[src/rtl/ws2812_frame_scheduler.sv]
// Two-source round-robin frame scheduler for a WS2812 strip: grants one source
// a whole 3*LEDS-byte frame, then holds the line idle for the latch gap.
module ws2812_frame_scheduler #(
  parameter int LEDS         = 32,
  parameter int LATCH_CYCLES = 1200
) (
  input  logic       clk,
  input  logic       rst,
  input  logic       src0_req,
  input  logic       src1_req,
  input  logic [7:0] src0_color,
  input  logic [7:0] src1_color,
  output logic       src0_grant,
  output logic       src1_grant,
  output logic       src0_data_request,
  output logic       src1_data_request,
  output logic       tx_trigger,
  input  logic       tx_data_request,
  output logic [7:0] color_out,
  output logic       frame_done
);

  localparam int NBYTES = 3 * LEDS;
  localparam int BW     = $clog2(NBYTES);
  localparam int LW     = (LATCH_CYCLES > 1) ? $clog2(LATCH_CYCLES) : 1;
  localparam logic [BW-1:0] LAST_BYTE  = BW'(NBYTES - 1);
  localparam logic [LW-1:0] LATCH_LOAD = LW'(LATCH_CYCLES - 1);

  typedef enum logic [1:0] {IDLE, SEND, LATCH} state_t;

  state_t          state_q, state_d;
  logic [BW-1:0]   byte_cnt_q, byte_cnt_d;
  logic [LW-1:0]   latch_cnt_q, latch_cnt_d;
  logic            grant0_q, grant0_d;
  logic            grant1_q, grant1_d;
  logic            last_q, last_d;       // 1: source 1 owned the previous frame
  logic            frame_done_q, frame_done_d;
  logic            pick1;

  always_ff @(posedge clk or posedge rst) begin
    if (rst) begin
      state_q      <= IDLE;
      byte_cnt_q   <= '0;
      latch_cnt_q  <= '0;
      grant0_q     <= 1'b0;
      grant1_q     <= 1'b0;
      last_q       <= 1'b1;
      frame_done_q <= 1'b0;
    end else begin
      state_q      <= state_d;
      byte_cnt_q   <= byte_cnt_d;
      latch_cnt_q  <= latch_cnt_d;
      grant0_q     <= grant0_d;
      grant1_q     <= grant1_d;
      last_q       <= last_d;
      frame_done_q <= frame_done_d;
    end
  end

  // Source 1 wins if it is the only requester, or on contention when source 0 went last.
  assign pick1 = src1_req & (~src0_req | ~last_q);

  always_comb begin
    state_d      = state_q;
    byte_cnt_d   = byte_cnt_q;
    latch_cnt_d  = latch_cnt_q;
    grant0_d     = grant0_q;
    grant1_d     = grant1_q;
    last_d       = last_q;
    frame_done_d = 1'b0;
    case (state_q)
      IDLE: begin
        if (src0_req | src1_req) begin
          grant0_d   = ~pick1;
          grant1_d   = pick1;
          byte_cnt_d = '0;
          state_d    = SEND;
        end
      end
      SEND: begin
        if (tx_data_request) begin
          if (byte_cnt_q == LAST_BYTE) begin
            state_d      = LATCH;
            grant0_d     = 1'b0;
            grant1_d     = 1'b0;
            last_d       = grant1_q;
            latch_cnt_d  = LATCH_LOAD;
            frame_done_d = 1'b1;
          end else begin
            byte_cnt_d = byte_cnt_q + 1'b1;
          end
        end
      end
      LATCH: begin
        if (latch_cnt_q == '0) state_d = IDLE;
        else                   latch_cnt_d = latch_cnt_q - 1'b1;
      end
      default: state_d = IDLE;
    endcase
  end

  assign tx_trigger        = (state_q == SEND);
  assign src0_data_request = tx_data_request & tx_trigger & grant0_q & ~rst;
  assign src1_data_request = tx_data_request & tx_trigger & grant1_q & ~rst;
  assign src0_grant        = grant0_q;
  assign src1_grant        = grant1_q;
  assign frame_done        = frame_done_q;
  assign color_out         = grant0_q ? src0_color : (grant1_q ? src1_color : 8'h00);

endmodule
[config.mk]
export PLATFORM = sky130hd
export DESIGN_NAME = ws2812_frame_scheduler
export DESIGN_NICKNAME = d
export VERILOG_FILES = /design/src/rtl/ws2812_frame_scheduler.sv
export SDC_FILE = /design/constraint.sdc
export NUM_CORES = 1
export LEC_CHECK = 0
export CAP_MARGIN = 20
export CORE_ASPECT_RATIO = 0.9
export CORE_MARGIN = 2
export CORE_UTILIZATION = 44
export CTS_CLUSTER_DIAMETER = 150
export CTS_CLUSTER_SIZE = 8
export DETAILED_ROUTE_END_ITERATION = 6
export GPL_TIMING_DRIVEN = 1
export PLACE_DENSITY = 0.75
export SLEW_MARGIN = 30
export SYNTH_ARGS = -nofsm -noshare
export SYNTH_HDL_FRONTEND = slang
export SYNTH_SLANG_ARGS = --single-unit
[constraint.sdc]
create_clock -name clk -period 1.8 [get_ports clk]
set_clock_uncertainty 0.1 [all_clocks]
set_input_delay 0.36 -clock clk [delete_from_list [all_inputs] [get_ports clk]]
set_output_delay 0.36 -clock clk [all_outputs]
set_load 0.01 [all_outputs]
==> results.ini, run 1 <==
[status]
status = complete, but fails checks
violations = negative setup slack

[route]
vias = 1434
ant_nets = 0
drt_first_pass_iters = 6
drt_iter0_markers = 49
viasPerCell = 5.65
detail_route.wl_per_cell_um = 17.0
post-route-drc-count = 0
wl_mm = 4.32

[min_path]
hold_path.class = reg2reg

[grt]
grt.total_usage_pct = 23.4
grt_pass1_vias = 1363
grt_max_degree = 25
overflow = 0
grt_pass1_wl_mm = 6.57
antenna_found_initial = 0

[synth]
ys_seq_area_share_pct = 43.7
syn_area_per_cell_sq_um = 9.49
syn_area_sq_mm = 0.00138
netlist_instances = 145
synth_edf_count = 0
ys_seq_elements = 24
yosysUniqueCellTypes = 43
synthesis.nets = 168
synthFlopType = dfrtp_1
yosysWarningCount = 0
synthArstFlopShare_pct = 100

[die]
initial_core_util_pct = 45.6
fp.dieH_um = 57.1
placeableCoreArea_sq_mm = 0.00302
ios = 35
dieArea_sq_mm = 0.00359
fp.dieW_um = 63.0
rows = 19

[placed_design]
gp_congestion = 0.893
dpl.hpwl_mm = 2.72
dp_worst_setup_slack_ns = -0.440
port_buffers = 34
placed_cells = 236

[timing]
rsz0062_at_grt = true
finalSetupViolCount = 7
hold_ws_ns = 0.368
maxSlewViolCount = 0
postLayoutSetupSlackWorst_ns = -0.0784
hold_viol_final = 0
slew_headroom_pct = 71.5
period_needed_ns = 1.88
finalCritPeriodShare_pct = 104
tightest_slew_ns = 0.421
fmax_mhz = 532

[clock_tree]
clock_latency_ns = 0.32
h-tree-depth = 1
cts-root-buf = clkbuf_4
cts_sinks = 24
cts_tree = yes
cts_hold_buf = 0
clockBufferDepth = 2
clk_pin_slew_ns = 0.13
cts_buffers = 3

[worst_setup_path]
critical_path.top_delay_family = flip-flops
critical-path-max-stage-delay_ns = 0.40
endpoint_kind = output pin
crit_chain = nor2b_4 -> buf_4 -> buf_6 -> a22o_1 -> buf_2
crit_slowest_cell = dfrtp_1
cp_max_fo = 4
worstPathRequired_ns = 1.34
critPathLaunchType = flip-flop
critPathBufInv = 3
crit_type = reg2out
cp.arrival_ns = 1.42

[cells_and_area]
layout.nets = 236
final_cells = 254
n_fill_cell = 237
antenna_cells = 0
area_delta_synth_final_pct = 55.1
final_layout_size_suffix_gt1_share_pct = 39.2

[power_and_ir_drop]
p_per_area_mw_per_mm2 = 836
peakVddDrop_v = 0.000410
p_leak_nw = 0.975

[run]
maxCapViolations = 0

stage by stage:
step / power (mW) / utilization [%] / setup TNS (ns) / area (sq um)
floorplan: 0.996 / - / 0 / 1380
global placement: 1.33 / 62.8 / -6.41 / 1900
detailed placement: 1.37 / 62.8 / -7.67 / 1900
CTS: 1.68 / 65.8 / -0.0863 / 1990
global route: 1.87 / 70.7 / -1.31 / 2130
finish: 1.78 / 70.7 / -0.190 / 2130
repair_timing:
| item | CTS | global route |
|---|---|---|
| setup buffers | 7 | 7 |
| hold endpoints to repair | 0 | 0 |
| gates resized for setup | 53 | 29 |
| endpoints found under the setup margin | 18 | 21 |
| pin swaps | 1 | 16 |
cells by family after synthesis:
family	synth area share, %
and+or+nand+nor	28.1
AOI/OAI and AO/OA	16.4
DFF	43.7
buffers and inverters	5.00
muxes	4.36
adders and majority gates	1.82
xor gates and xnor gates	0.636
metal layers:
layer / GRT usage, % / routed length [um] / vias up
li1: - / - / 669
met4: 6.67 / 66 / 0
met3: 3.55 / 221 / 6
met5: 0 / 0 / -
met2: 43.6 / 2300 / 54
met1: 28.1 / 1720 / 705
placed cells by master, fill, tap and decap left out, drive strengths merged, types with 3 or more instances in the layout:
master	n
nor2	15
nand2	16
nor3	3
nand3	6
or3	4
dlygate4sd2	3
a21oi	5
a22o	8
o21ai	5
mux2i	6
inv	8
o31ai	7
clkbuf	5
clkdlybuf4s50	20
buf	46
or4	3
nor3b	4
dfrtp	23
tightest hold or removal path, stage by stage, from the launching register on:
cell and delay, ns:
dfstp_2 0.39, nand2_1 0.05, nand2_1 0.04
where the power goes:
| group | leakage (nW) | switching (mW) | total, mW | internal (mW) |
|---|---|---|---|---|
| registers | 0.271 | 0.0799 | 0.688 | 0.608 |
| clock network | 0.0210 | 0.168 | 0.291 | 0.124 |
| logic | 0.683 | 0.366 | 0.804 | 0.438 |
worst paths after layout:
kind / start / endpoint / slack (ns) / cells past startpoint
setup / recovery: src1_grant / color_out[2] / -0.08 / 5
hold / removal: last_q / last_q / 0.37 / 2
setup reg to reg: byte_cnt_q[1] / byte_cnt_q[5] / -0.01 / 6
hold reg to reg: last_q / last_q / 0.37 / 2
max in group asynchronous: rst / last_q / 0.91 / 3
min in group asynchronous: rst / byte_cnt_q[5] / 0.40 / 3
area by class of cell:
cell class              count  area (sq um)  area share (%)
repair buffers             70           571            26.7
multi-input cells         106           833            39.0
clock buffers               4          36.3            1.70
well taps                  42          52.6            2.46
flip-flops and latches     24           604            28.3
inverters                   8          37.5            1.76
state kept, by name, indices dropped and copies added, names as in the netlist:
signal       cells
src0_grant       1
last_q           1
src1_grant       1
frame_done       1
latch_cnt_q     11
byte_cnt_q       7
state_q          2
synth_stat cells (2+ instances only):
cell / count / area [sq um]
nand2_1: 15 / 56.3
o21ai_0: 5 / 25.0
a21oi_1: 5 / 25.0
nor3b_1: 4 / 30.0
inv_1: 7 / 26.3
nor2_1: 15 / 56.3
or4_1: 3 / 22.5
or3_1: 3 / 18.8
o31ai_1: 7 / 52.6
mux2i_1: 6 / 60.1
o41ai_1: 2 / 17.5
ha_1: 2 / 25.0
dfrtp_1: 23 / 576
nand3_1: 6 / 30.0
nor3_1: 3 / 15.0
nand4b_1: 2 / 17.5
clkbuf_1: 4 / 15.0
a22o_1: 8 / 70.1
No activity file was read; power rests on OpenSTA's default activity.
==> inputs of run 2 (changes only) <==
--- a/config.mk
+++ b/config.mk
@@ -5,9 +5,10 @@
 export SDC_FILE = /design/constraint.sdc
 export NUM_CORES = 1
 export LEC_CHECK = 0
+export ABC_CLOCK_PERIOD_IN_PS = 1800
 export CAP_MARGIN = 20
 export CORE_ASPECT_RATIO = 0.9
-export CORE_MARGIN = 2
+export CORE_MARGIN = 4
 export CORE_UTILIZATION = 44
 export CTS_CLUSTER_DIAMETER = 150
 export CTS_CLUSTER_SIZE = 8
==> run 2 against run 1 <==
Effect of this change:
- the flow now finishes without violations
- core utilization down 1.3 points
- non-clock buffer count shrank 12
- clock-buffer cell count decreased by 1
- total power is 3.7% lower
- sequential cell count stayed put
- setup slack better by 0.10 ns
- critical path depth rose by 1
- maximum frequency up 5.9%
- die area up 14%
- first-iteration DRC count is 53% higher
- largest power group is now registers
==> results.ini, run 2 (synthesized netlist as in run 1, its figures left out) <==
[status]
status = completed  ; was complete, but fails checks

[timing]
finalCritPeriodShare_pct = 98.6  ; was 104%
slew_headroom_pct = 78.0  ; was 71.5%
period_needed_ns = 1.77  ; was 1.88 ns
finalSetupViolCount = 0  ; was 7
tns_ns = 0  ; was -0.190 ns
tightest_slew_ns = 0.327  ; was 0.421 ns
maxSlewViolCount = 0  ; unchanged
fmax_mhz = 564  ; was 532 MHz
hold_ws_ns = 0.368  ; about the same
hold_viol_final = 0  ; unchanged
postLayoutSetupSlackWorst_ns = 0.0260  ; was -0.0784 ns
rsz0062_at_grt = true  ; unchanged

[cells_and_area]
ff_latch_area_sq_um = 604  ; unchanged
largest_register_ffs = 11  ; unchanged
fin_util_pct = 69.4  ; was 70.7%
n_fill_cell = 229  ; was 237
multiInputGateArea_sq_um = 777  ; was 833 sq um
layout_common_cells = buf_4 (23), dfrtp_1 (21), clkdlybuf4s50_1 (20)  ; was buf_4 (31), dfrtp_1 (21), clkdlybuf4s50_1 (20)
largest-register = latch_cnt_q  ; unchanged
layout.nets = 224  ; was 236
antenna_cells = 0  ; unchanged
final_layout_size_suffix_gt1_share_pct = 31.5  ; was 39.2%
reg_top3 = latch_cnt_q x11, byte_cnt_q x7, state_q x2  ; unchanged
design_area_sq_mm = 0.00198  ; was 0.00213 sq mm
area_delta_synth_final_pct = 44.2  ; was 55.1%
final_common_cell = buf_4  ; unchanged
final_cells = 240  ; was 254

[worst_setup_path]
critPathLaunchType = flip-flop  ; unchanged
crit_type = reg2reg  ; was reg2out
crit_slowest_cell = or4_4  ; was dfrtp_1
endpoint_kind = flip-flop  ; was output pin
worstPathRequired_ns = 1.96  ; was 1.34 ns
cp.arrival_ns = 1.93  ; was 1.42 ns
critPathBufInv = 1  ; was 3
cp-startpoint = byte_cnt_q[0]  ; was src1_grant
cp_max_fo = 11  ; was 4
critical_path.top_delay_family = simple AND/OR/NAND/NOR gates  ; was flip-flops
critical-path-max-stage-delay_ns = 0.48  ; was 0.40 ns
crit_chain = ha_2 -> nand4_1 -> nor3_1 -> buf_4 -> or4_4 -> a21oi_2  ; was nor2b_4 -> buf_4 -> buf_6 -> a22o_1 -> buf_2
r2r-start = byte_cnt_q[0]  ; was byte_cnt_q[1]

[power_and_ir_drop]
total_power_mw = 1.72  ; was 1.78 mW
p_leak_nw = 0.891  ; was 0.975 nW
p_per_area_mw_per_mm2 = 866  ; was 836 mW/mm^2
peakVddDrop_v = 0.000592  ; was 0.000410 V

[route]
detail_route.wl_per_cell_um = 16.2  ; was 17.0 um
post-route-drc-count = 0  ; unchanged
ant_nets = 0  ; unchanged
top_layer_used = met4  ; unchanged
wl_mm = 3.89  ; was 4.32 mm
vias = 1313  ; was 1434
met3_length_um = 94  ; was 221 um
drt_first_pass_iters = 4  ; was 6
viasPerCell = 5.47  ; was 5.65
drt_iter0_markers = 75  ; was 49
wl_met1_mm = 1.67  ; was 1.72 mm
routed-wl-met2_mm = 2.07  ; was 2.30 mm

[clock_tree]
cts_tree = yes  ; unchanged
clock_latency_ns = 0.32  ; about the same
cts_sinks = 24  ; unchanged
clockBufferDepth = 2  ; unchanged
cts_hold_buf = 0  ; unchanged
cts-root-buf = clkbuf_4  ; unchanged
clk_pin_slew_ns = 0.13  ; about the same
h-tree-depth = 1  ; unchanged
cts_buffers = 3  ; unchanged

[min_path]
hold_path.class = in2async  ; was reg2reg

[grt]
grt.total_usage_pct = 20.6  ; was 23.4%
overflow = 0  ; unchanged
grt_max_degree = 25  ; unchanged
grt_pass1_wl_mm = 6.26  ; was 6.57 mm
grt_pass1_vias = 1352  ; was 1363
antenna_found_initial = 0  ; unchanged

[placed_design]
dp_worst_setup_slack_ns = -0.422  ; was -0.440 ns
gp_congestion = 0.755  ; was 0.893
port_buffers = 34  ; unchanged
placed_area_sq_mm = 0.00189  ; was 0.00190 sq mm
placed_cells = 234  ; was 236
dpl.hpwl_mm = 2.96  ; was 2.72 mm

[die]
initial_core_util_pct = 48.1  ; was 45.6%
dieArea_sq_mm = 0.00409  ; was 0.00359 sq mm
fp.dieH_um = 61.1  ; was 57.1 um
rows = 18  ; was 19
ios = 35  ; unchanged
placeableCoreArea_sq_mm = 0.00286  ; was 0.00302 sq mm
fp.dieW_um = 67.0  ; was 63.0 um

[run]
maxCapViolations = 0  ; unchanged

==> run 2: changes by cell type in the layout (fill, tap and decap cells not counted), sizes merged <==
cell / before / now
bufinv: 0 / 1
buf: 46 / 34
clkbuf: 5 / 4
==> run 2: area by class of cell <==
| cell class | instances | area share (%) |
|---|---|---|
| multi-input combinational | 106 | 39.2 |
| timing repair buffer | 58 | 23.5 |
| clock buffer | 3 | 1.13 |
| inverter | 8 | 1.77 |
| clock inverter | 1 | 1.51 |
| sequential | 24 | 30.5 |
| tap | 40 | 2.52 |
==> run 2: routing by layer <==
layer / vias to the layer above / track usage [%]
li1: 643 / -
met1: 644 / 25.4
met2: 22 / 37.6
met3: 4 / 3.28
met4: 0 / 6.07
met5: - / 0
==> run 2: power by group <==
group / total, mW / internal [mW] / switching (mW) / leakage [nW]
Sequential: 0.680 / 0.608 / 0.0718 / 0.271
Clock: 0.386 / 0.225 / 0.161 / 0.0279
Combinational: 0.651 / 0.340 / 0.311 / 0.591
Total: 1.72 / 1.17 / 0.544 / 0.891
==> run 2: what timing repair did <==
item,CTS,global route
resized for setup,54,13
setup buffers,1,2
setup endpoints to repair,20,21
pin swaps,2,7
==> run 2: final timing paths <==
check	end	slack [ns]	cells after the start
worst max-delay path	byte_cnt_q[3]	0.03	6
worst min-delay path	byte_cnt_q[5]	0.37	3
worst max register to register	byte_cnt_q[3]	0.03	6
worst min register to register	last_q	0.39	2
max in group asynchronous	last_q	0.94	3
min in group clk	last_q	0.39	2
==> run 2: tightest hold or removal path: stages <==
cell	delay, ns
clkdlybuf4s50_1	0.46
inv_1	0.08
buf_4	0.30
==> inputs of run 3 (changes only) <==
--- a/config.mk
+++ b/config.mk
@@ -5,7 +5,6 @@
 export SDC_FILE = /design/constraint.sdc
 export NUM_CORES = 1
 export LEC_CHECK = 0
-export ABC_CLOCK_PERIOD_IN_PS = 1800
 export CAP_MARGIN = 20
 export CORE_ASPECT_RATIO = 0.9
 export CORE_MARGIN = 4
==> results of run 3 <==
Same layout as run 2: the final DEF is identical, and so are final timing and power.
